### config.mk
export PLATFORM = sky130hd
export DESIGN_NAME = pkt_tx_port
export DESIGN_NICKNAME = d
export VERILOG_FILES = /design/src/rtl/pkt_tx_port.sv
export SDC_FILE = /design/constraint.sdc
export NUM_CORES = 1
export LEC_CHECK = 0
export BUFFER_PORTS_ARGS = -buffer_cell sky130_fd_sc_hd__buf_2
export CAP_MARGIN = 20
export CORE_UTILIZATION = 55
export DETAILED_ROUTE_END_ITERATION = 16
export PLACE_DENSITY = 0.71
export SLEW_MARGIN = 10
export SYNTH_ARGS = -nofsm -noshare
export SYNTH_HDL_FRONTEND = slang
export SYNTH_SLANG_ARGS = --single-unit
### constraint.sdc
create_clock -name clk -period 10.8 [get_ports clk]
set_input_delay 2.16 -clock clk [delete_from_list [all_inputs] [get_ports clk]]
set_output_delay 2.16 -clock clk [all_outputs]
set_load 0.01 [all_outputs]
### src/rtl/pkt_tx_port.sv
// Egress port transmitter: store-and-forward FIFO feeding a 32-bit sop/eop packet bus.
// Oversized fabric packets are truncated to DEPTH words and the remainder is dropped.
module pkt_tx_port #(
  parameter int DEPTH = 16,
  parameter int IPG   = 1
) (
  input  logic        clk,
  input  logic        rst_n,
  input  logic [31:0] in_data,
  input  logic        in_valid,
  input  logic        in_last,
  output logic        in_ready,
  output logic [31:0] port,
  output logic        sop,
  output logic        eop,
  output logic [15:0] pkt_cnt,
  output logic        oversize
);

  localparam int AW = $clog2(DEPTH);
  localparam logic [AW:0] FULL_LVL   = (AW+1)'(DEPTH);
  localparam logic [AW:0] ALMOST_LVL = (AW+1)'(DEPTH - 1);
  localparam logic [AW:0] PTR_ONE    = (AW+1)'(1);
  localparam logic [7:0]  GAP_LOAD   = 8'(IPG - 1);

  typedef enum logic [1:0] {IDLE, SEND, GAP} tx_state_t;

  logic [32:0] mem [DEPTH];
  logic [AW:0] wr_ptr, rd_ptr, fill, pkts_stored;
  logic        full, drop, ready_en;
  logic        wr_en, wr_last, ovs_hit, rd_en, rd_first_nxt;
  logic [32:0] head, rd_word;
  logic        rd_vld, rd_first;
  logic [7:0]  gap_cnt, gap_nxt;
  tx_state_t   state, state_nxt;

  assign fill     = wr_ptr - rd_ptr;
  assign full     = (fill == FULL_LVL);
  assign in_ready = ready_en & (drop | ~full);
  assign wr_en    = in_valid & in_ready & ~drop;
  // The word that would occupy the last free slot of a packet-less FIFO closes the packet.
  assign ovs_hit  = wr_en & (fill == ALMOST_LVL) & (pkts_stored == '0) & ~in_last;
  assign wr_last  = in_last | ovs_hit;
  assign head     = mem[rd_ptr[AW-1:0]];

  always_ff @(posedge clk) begin
    if (wr_en) mem[wr_ptr[AW-1:0]] <= {wr_last, in_data};
  end

  always_ff @(posedge clk or negedge rst_n) begin
    if (!rst_n) begin
      wr_ptr      <= '0;
      rd_ptr      <= '0;
      pkts_stored <= '0;
      drop        <= 1'b0;
      ready_en    <= 1'b0;
      oversize    <= 1'b0;
    end else begin
      ready_en <= 1'b1;
      oversize <= ovs_hit;
      if (wr_en) wr_ptr <= wr_ptr + PTR_ONE;
      if (rd_en) rd_ptr <= rd_ptr + PTR_ONE;
      if (ovs_hit)
        drop <= 1'b1;
      else if (drop && in_valid && in_last)
        drop <= 1'b0;
      case ({wr_en & wr_last, rd_en & head[32]})
        2'b10:   pkts_stored <= pkts_stored + PTR_ONE;
        2'b01:   pkts_stored <= pkts_stored - PTR_ONE;
        default: pkts_stored <= pkts_stored;
      endcase
    end
  end

  always_comb begin
    state_nxt    = state;
    gap_nxt      = gap_cnt;
    rd_en        = 1'b0;
    rd_first_nxt = 1'b0;
    case (state)
      IDLE: begin
        if (pkts_stored != '0) begin
          rd_en        = 1'b1;
          rd_first_nxt = 1'b1;
          state_nxt    = head[32] ? GAP : SEND;
          gap_nxt      = GAP_LOAD;
        end
      end
      SEND: begin
        rd_en = 1'b1;
        if (head[32]) begin
          state_nxt = GAP;
          gap_nxt   = GAP_LOAD;
        end
      end
      GAP: begin
        if (gap_cnt == 8'd0)
          state_nxt = IDLE;
        else
          gap_nxt = gap_cnt - 8'd1;
      end
      default: state_nxt = IDLE;
    endcase
  end

  // Popped word goes through one staging register before the registered bus outputs.
  always_ff @(posedge clk or negedge rst_n) begin
    if (!rst_n) begin
      state    <= IDLE;
      gap_cnt  <= 8'd0;
      rd_vld   <= 1'b0;
      rd_first <= 1'b0;
      rd_word  <= '0;
      port     <= '0;
      sop      <= 1'b0;
      eop      <= 1'b0;
      pkt_cnt  <= '0;
    end else begin
      state    <= state_nxt;
      gap_cnt  <= gap_nxt;
      rd_vld   <= rd_en;
      rd_first <= rd_first_nxt;
      rd_word  <= head;
      port     <= rd_vld ? rd_word[31:0] : 32'd0;
      sop      <= rd_vld & rd_first;
      eop      <= rd_vld & rd_word[32];
      if (rd_vld && rd_word[32]) pkt_cnt <= pkt_cnt + 16'd1;
    end
  end

endmodule

Word-level counts from Yosys, hierarchy flattened
Memory sizes are Yosys's and may differ from the RTL's. Cells that the tools add are included.

Logic and storage cells: 78. Output and inout bits: 52. Bits in writable memories: 528. Memories kept: 1. Input bits: 36. Register bits: 113.

Memory list: mem (words 16, bits a word 33, read ports 1, clocked after Yosys merged registers in 0, write ports 1, line 28) `logic [32:0] mem [DEPTH];`.

Reductions and logical operators: 12. Bitwise gates (word level): 15. Mux-type cells: 18. $add $sub $neg: 7. Equal/unequal tests: 10.

Operators with widths (number): 32-bit 2-to-1 mux (1); 8-bit 2-to-1 mux (3); 8-bit one-hot mux with 3 select lines (1); 16-bit by 1-bit adder with 16-bit output (second input constant) (1); 5-bit by 1-bit adder with 5-bit output (second input constant) (3); 1-bit AND (10); 5-bit one-hot mux with 2 select lines (1); 8-bit zero test (1); 2-bit 2-to-1 mux (4); 2-bit != test (second input constant) (4); 8-bit by 1-bit subtractor with 8-bit output (second input constant) (1); 1-bit 2-to-1 mux (6); 2-bit one-hot mux with 3 select lines (1); 5-bit by 4-bit equality test with 1-bit output (second input constant) (1); 5-bit equality test (second input constant) (1); 5-bit zero test (1); 5-bit nonzero test (1); 5-bit by 1-bit subtractor with 5-bit output (second input constant) (1); 5-bit subtractor (1); 2-bit by 1-bit equality test with 1-bit output (second input constant) (2); 2-bit equality test (second input constant) (2); 4-bit AND reduction (1); 2-bit nonzero test (2); 1-bit logical AND (3); other kinds (6) (9).

Longest topological paths before layout
Depth in word-level cells: 14. Mapped depth: 17. Depth with buffers taken out: 16.

Worst setup path after synthesis
OpenSTA, ideal clock, no wires.

Path kind: in2reg. From: in in_valid. To: mem mem[15][0], enable pin. Required time: 10.363 ns. Data arrival time: 4.120 ns. Path slack: 6.242 ns. Stages on the path: 3. Path buffers: 0. Cells stage by stage: and3_1 nand3_1 a21oi_1.

Word-level cells in the longest chain between the ends: 4.

RTL lines: start: declaration (line 10) `input logic in_valid,`; 1-bit AND (2 in a row) (line 40) `assign wr_en = in_valid & in_ready & ~drop;`; 1-bit 2-to-1 mux (line 47) `if (wr_en) mem[wr_ptr[AW-1:0]] <= {wr_last, in_data};`; 1-bit 2-to-1 mux (not written as such) (line 47); end: declaration (line 28).

Every way passes these cells.

Worst setup path after layout
From: reg rd_ptr[3]. To: out in_ready.

Word-level cells in the longest chain between the ends: 5.

RTL lines: start: declaration (line 29) `logic [AW:0] wr_ptr, rd_ptr, fill, pkts_stored;`; start signal: assignment (line 62) `if (rd_en) rd_ptr <= rd_ptr + PTR_ONE;`; 5-bit subtractor (line 37) `assign fill = wr_ptr - rd_ptr;`; 5-bit equality test (line 38) `assign full = (fill == FULL_LVL);`; 1-bit inverter (line 39) `assign in_ready = ready_en & (drop | ~full);`; 1-bit bitwise OR (line 39); 1-bit AND (line 39); end: declaration (line 12) `output logic in_ready,`.

Every way passes these cells.

==> run_results.csv <==
group,metric,value,unit
outcome,status,"completed",
route,totalWireLength,46.4,mm
timing,finalCritPeriodShare,52.3,%
global_route,grt_antenna_before_repair,2,
clock_tree,numCtsBuffers,61,
logic_synthesis,synth_top_cell_area_share,64.7,%
worst_setup_path,startpoint_type,"flop",
global_route,grt_overflow,0,
logic_synthesis,synth-edff-count,528,
clock_tree,cts_sinks,641,
worst_setup_path,cpPeakStageDelay,1000,ps
clock_tree,htree_levels,2,
place,io_buffers,87,
route,viasPerCell,5.82,
layout,syn_to_final_growth,12.7,%
floorplanning,core_area,43600,µm²
clock_tree,clock_path_buffers,3,
worst_hold_path,hold_path_class,"reg2reg",
floorplanning,io_pins,88,
place,dp_cells,1890,
route,first_pass_iters,5,
worst_setup_path,cp.required,8640,ps
worst_setup_path,critPathCaptureType,"output port",
route,postRouteAntennaNets,0,
worst_setup_path,worstPathMaxFanout,38,
floorplanning,die_w,213,µm
layout,drive_above_1_share,25.5,%
worst_setup_path,cp.arrival,3490,ps
clock_tree,ctsHoldBuffers,0,
pwr,vdd_drop_max,202,µV
timing,finalMaxSlewViolations,0,
route,drtIter0Drc,990,
clock_tree,insertion_delay,620,ps
logic_synthesis,synthesis.area,24500,µm²
logic_synthesis,synthTopCellsByArea,"edfxtp_1 (65%), mux4_2 (12%), dfrtp_1 (12%)",
logic_synthesis,yosysSeqAreaShare,76.2,%
global_route,grt_use_total,21.4,%
logic_synthesis,yosys_register_bits,641,
timing,max_freq,177,MHz
clock_tree,clock-root-buffer,"clkbuf_16",
timing,tns,0,ps
worst_setup_path,cpMostUsedCell,"a21oi_1",
logic_synthesis,synthFlopType,"edfxtp_1",
global_route,grt_pass1_vias,11952,
layout,multi_input_area,5530,µm²
worst_setup_path,crit_type,"reg2out",
timing,setup_viol_count_final,0,
logic_synthesis,avgSynthCellArea,19.3,µm²
clock_tree,path_clk_slew,60,ps
pwr,p_per_area,258,nW/µm²
floorplanning,dieArea,45400,µm²
place,place_congestion,0.830,
clock_tree,cts_tree,"built",
layout,stdcell_count,2010,
logic_synthesis,yosysUniqueCellTypes,58,
logic_synthesis,syn_inst,1269,
timing,tightestPinTransition,1080,ps
route,detail_route.wl_per_cell,23.1,µm
worst_setup_path,path_cells,"inv_1 -> buf_4 -> ha_1 -> a21oi_1 -> a21oi_1 -> nor3_2 -> a21boi_0 -> buf_2",
global_route,grt_pass1_wl,71.5,mm
global_route,grt_max_degree,98,
clock_tree,cts_setup_buffers,0,
timing,rsz0062_at_grt,"false",
layout,fill_cells,3035,
logic_synthesis,synth_top_cell_by_area,"edfxtp_1",
logic_synthesis,async_flop_share,17.6,%
logic_synthesis,synthTopCellsByCount,"edfxtp_1 (528), nand2_1 (142), mux4_2 (129), dfrtp_1 (113), and3_1 (49)",
worst_setup_path,path_delay_family,"flip-flops",
logic_synthesis,ys_warn_count,0,
timing,hold_viol,0,
place,dpl.hpwl,24.2,mm
layout,layout.nets,1424,
logic_synthesis,syn-num-nets,1323,
floorplanning,rows,76,
floorplanning,initial_utilization,56.3,%
layout,ff_latch_area,18700,µm²
clock_tree,ctsResizeCount,0,
timing,period_minus_slack,5650,ps
route,via_count,11694,
logic_synthesis,post-synth-top-count-cell,"edfxtp_1",
pwr,leakagePower,9.71,nW
timing,clock_skew,16.9,ps
timing,slew_headroom,28.1,%
route,drc,0,
worst_setup_path,cp_num_buf_inv,3,
run,cap_violations,0,
worst_setup_path,cpMaxStageDelayCell,"dfrtp_2",
floorplanning,die_h,213,µm
-- cells by family (layout without fill, tap and decap cells) --
kind of cell / count (synthesis) / count (layout) / share of synthesized area (%)
XOR/XNOR: 32 / 32 / 1.14
adder cells (fa/ha/maj): 18 / 18 / 0.980
multiplexers: 140 / 140 / 12.4
AND/OR/NAND/NOR: 290 / 290 / 5.93
flip-flops: 641 / 641 / 76.2
AO/OA/AOI/OAI: 74 / 74 / 2.03
buffers and inverters: 73 / 227 / 1.33
other: 1 / 3 / 0.0153
-- worst paths after layout --
check / slack [ps] / cells after the start / endpoint / startpoint
max reg2reg: 5760 / 15 / pkts_stored[4]$_DFFE_PN0P_ / rd_ptr[3]$_DFFE_PN0P_
min: 450 / 1 / port[4]$_DFF_PN0_ / rd_word[4]$_DFF_PN0_
max in group asynchronous: 8030 / 2 / rd_word[19]$_DFF_PN0_ / rst_n
min reg2reg: 450 / 1 / port[4]$_DFF_PN0_ / rd_word[4]$_DFF_PN0_
min in group asynchronous: 1510 / 1 / gap_cnt[3]$_DFFE_PN0P_ / rst_n
max: 5150 / 8 / in_ready / rd_ptr[3]$_DFFE_PN0P_
-- worst register-to-register path, cell delays in order, from the launching register on --
cell and delay (ps):
dfrtp_2 1000, inv_1 120, buf_4 310, ha_1 410, a21oi_1 200, and3_1 210, nor3_2 80, a21oi_1 810
o21ai_0 250, ha_1 360, fa_1 430, a21o_1 190, a21oi_1 180, xor2_1 170, nor2_1 60, xor2_1 140
-- power breakdown --
| group | internal (mW) | switching [mW] |
|---|---|---|
| Sequential | 2.97 | 0.239 |
| Clock | 1.24 | 0.882 |
| Combinational | 0.846 | 0.959 |
| Total | 5.05 | 2.08 |
-- registers in the layout, summed over array words and instances, names as in the netlist, 2 cells and up --
| name | flops |
|---|---|
| pkt_cnt | 16 |
| pkts_stored | 5 |
| state | 2 |
| gap_cnt | 8 |
| rd_word | 33 |
| wr_ptr | 5 |
| rd_ptr | 5 |
| mem | 528 |
| port | 32 |
-- layout by cell type, fill, tap and decap left out, drive strengths merged, types with 2 or more instances in the layout --
cell and n:
ha 16, xor2 13, o22a 2, nand3 15, clkinvlp 4, diode 2
a22o 2, and2 39, dfrtp 113, nand2 142, a21oi 12, nor2b 2
clkinv 20, and3 49, o21ai 7, fa 2, nor3 9, bufinv 4
a31oi 32, nand2b 2, nor2 13, xnor2 19, clkbuf 87, or3 3
a21o 5, mux2 10, inv 14, mux4 129, buf 98, edfxtp 528
nand4 9
-- layout make-up --
type / instances / share of cell area, %
Antenna cell: 2 / 0.0181
Clock buffer: 87 / 6.43
Clock inverter: 29 / 0.929
Inverter: 13 / 0.177
Multi-Input combinational cell: 555 / 20.0
Sequential cell: 641 / 67.7
Tap cell: 585 / 2.65
Timing Repair Buffer: 98 / 2.06
-- layer usage --
| metal | wire length, µm | track usage, % | up-vias |
|---|---|---|---|
| met5 | 0 | 0 | - |
| met4 | 981 | 6.03 | 0 |
| met3 | 2590 | 3.77 | 81 |
| met2 | 23300 | 35.3 | 367 |
| met1 | 19500 | 29.5 | 6057 |
| li1 | - | - | 5189 |
-- metrics by stage --
stage          utilization, %  area, µm²  setup WS (ps)  hold slack [ps]  total power [mW]
4_1_cts                  63.3      27600           5110              451              7.22
3_5_place_dp             58.6      25500           5770              440              5.09
5_1_grt                  63.4      27600           4940              463              7.48
3_3_place_gp             58.6      25500           5860              436              5.05
2_1_floorplan               -      24500           6240              434              4.54
6_report                 63.4      27600           5150              451              7.13
Power figures use the tool's default switching activity.
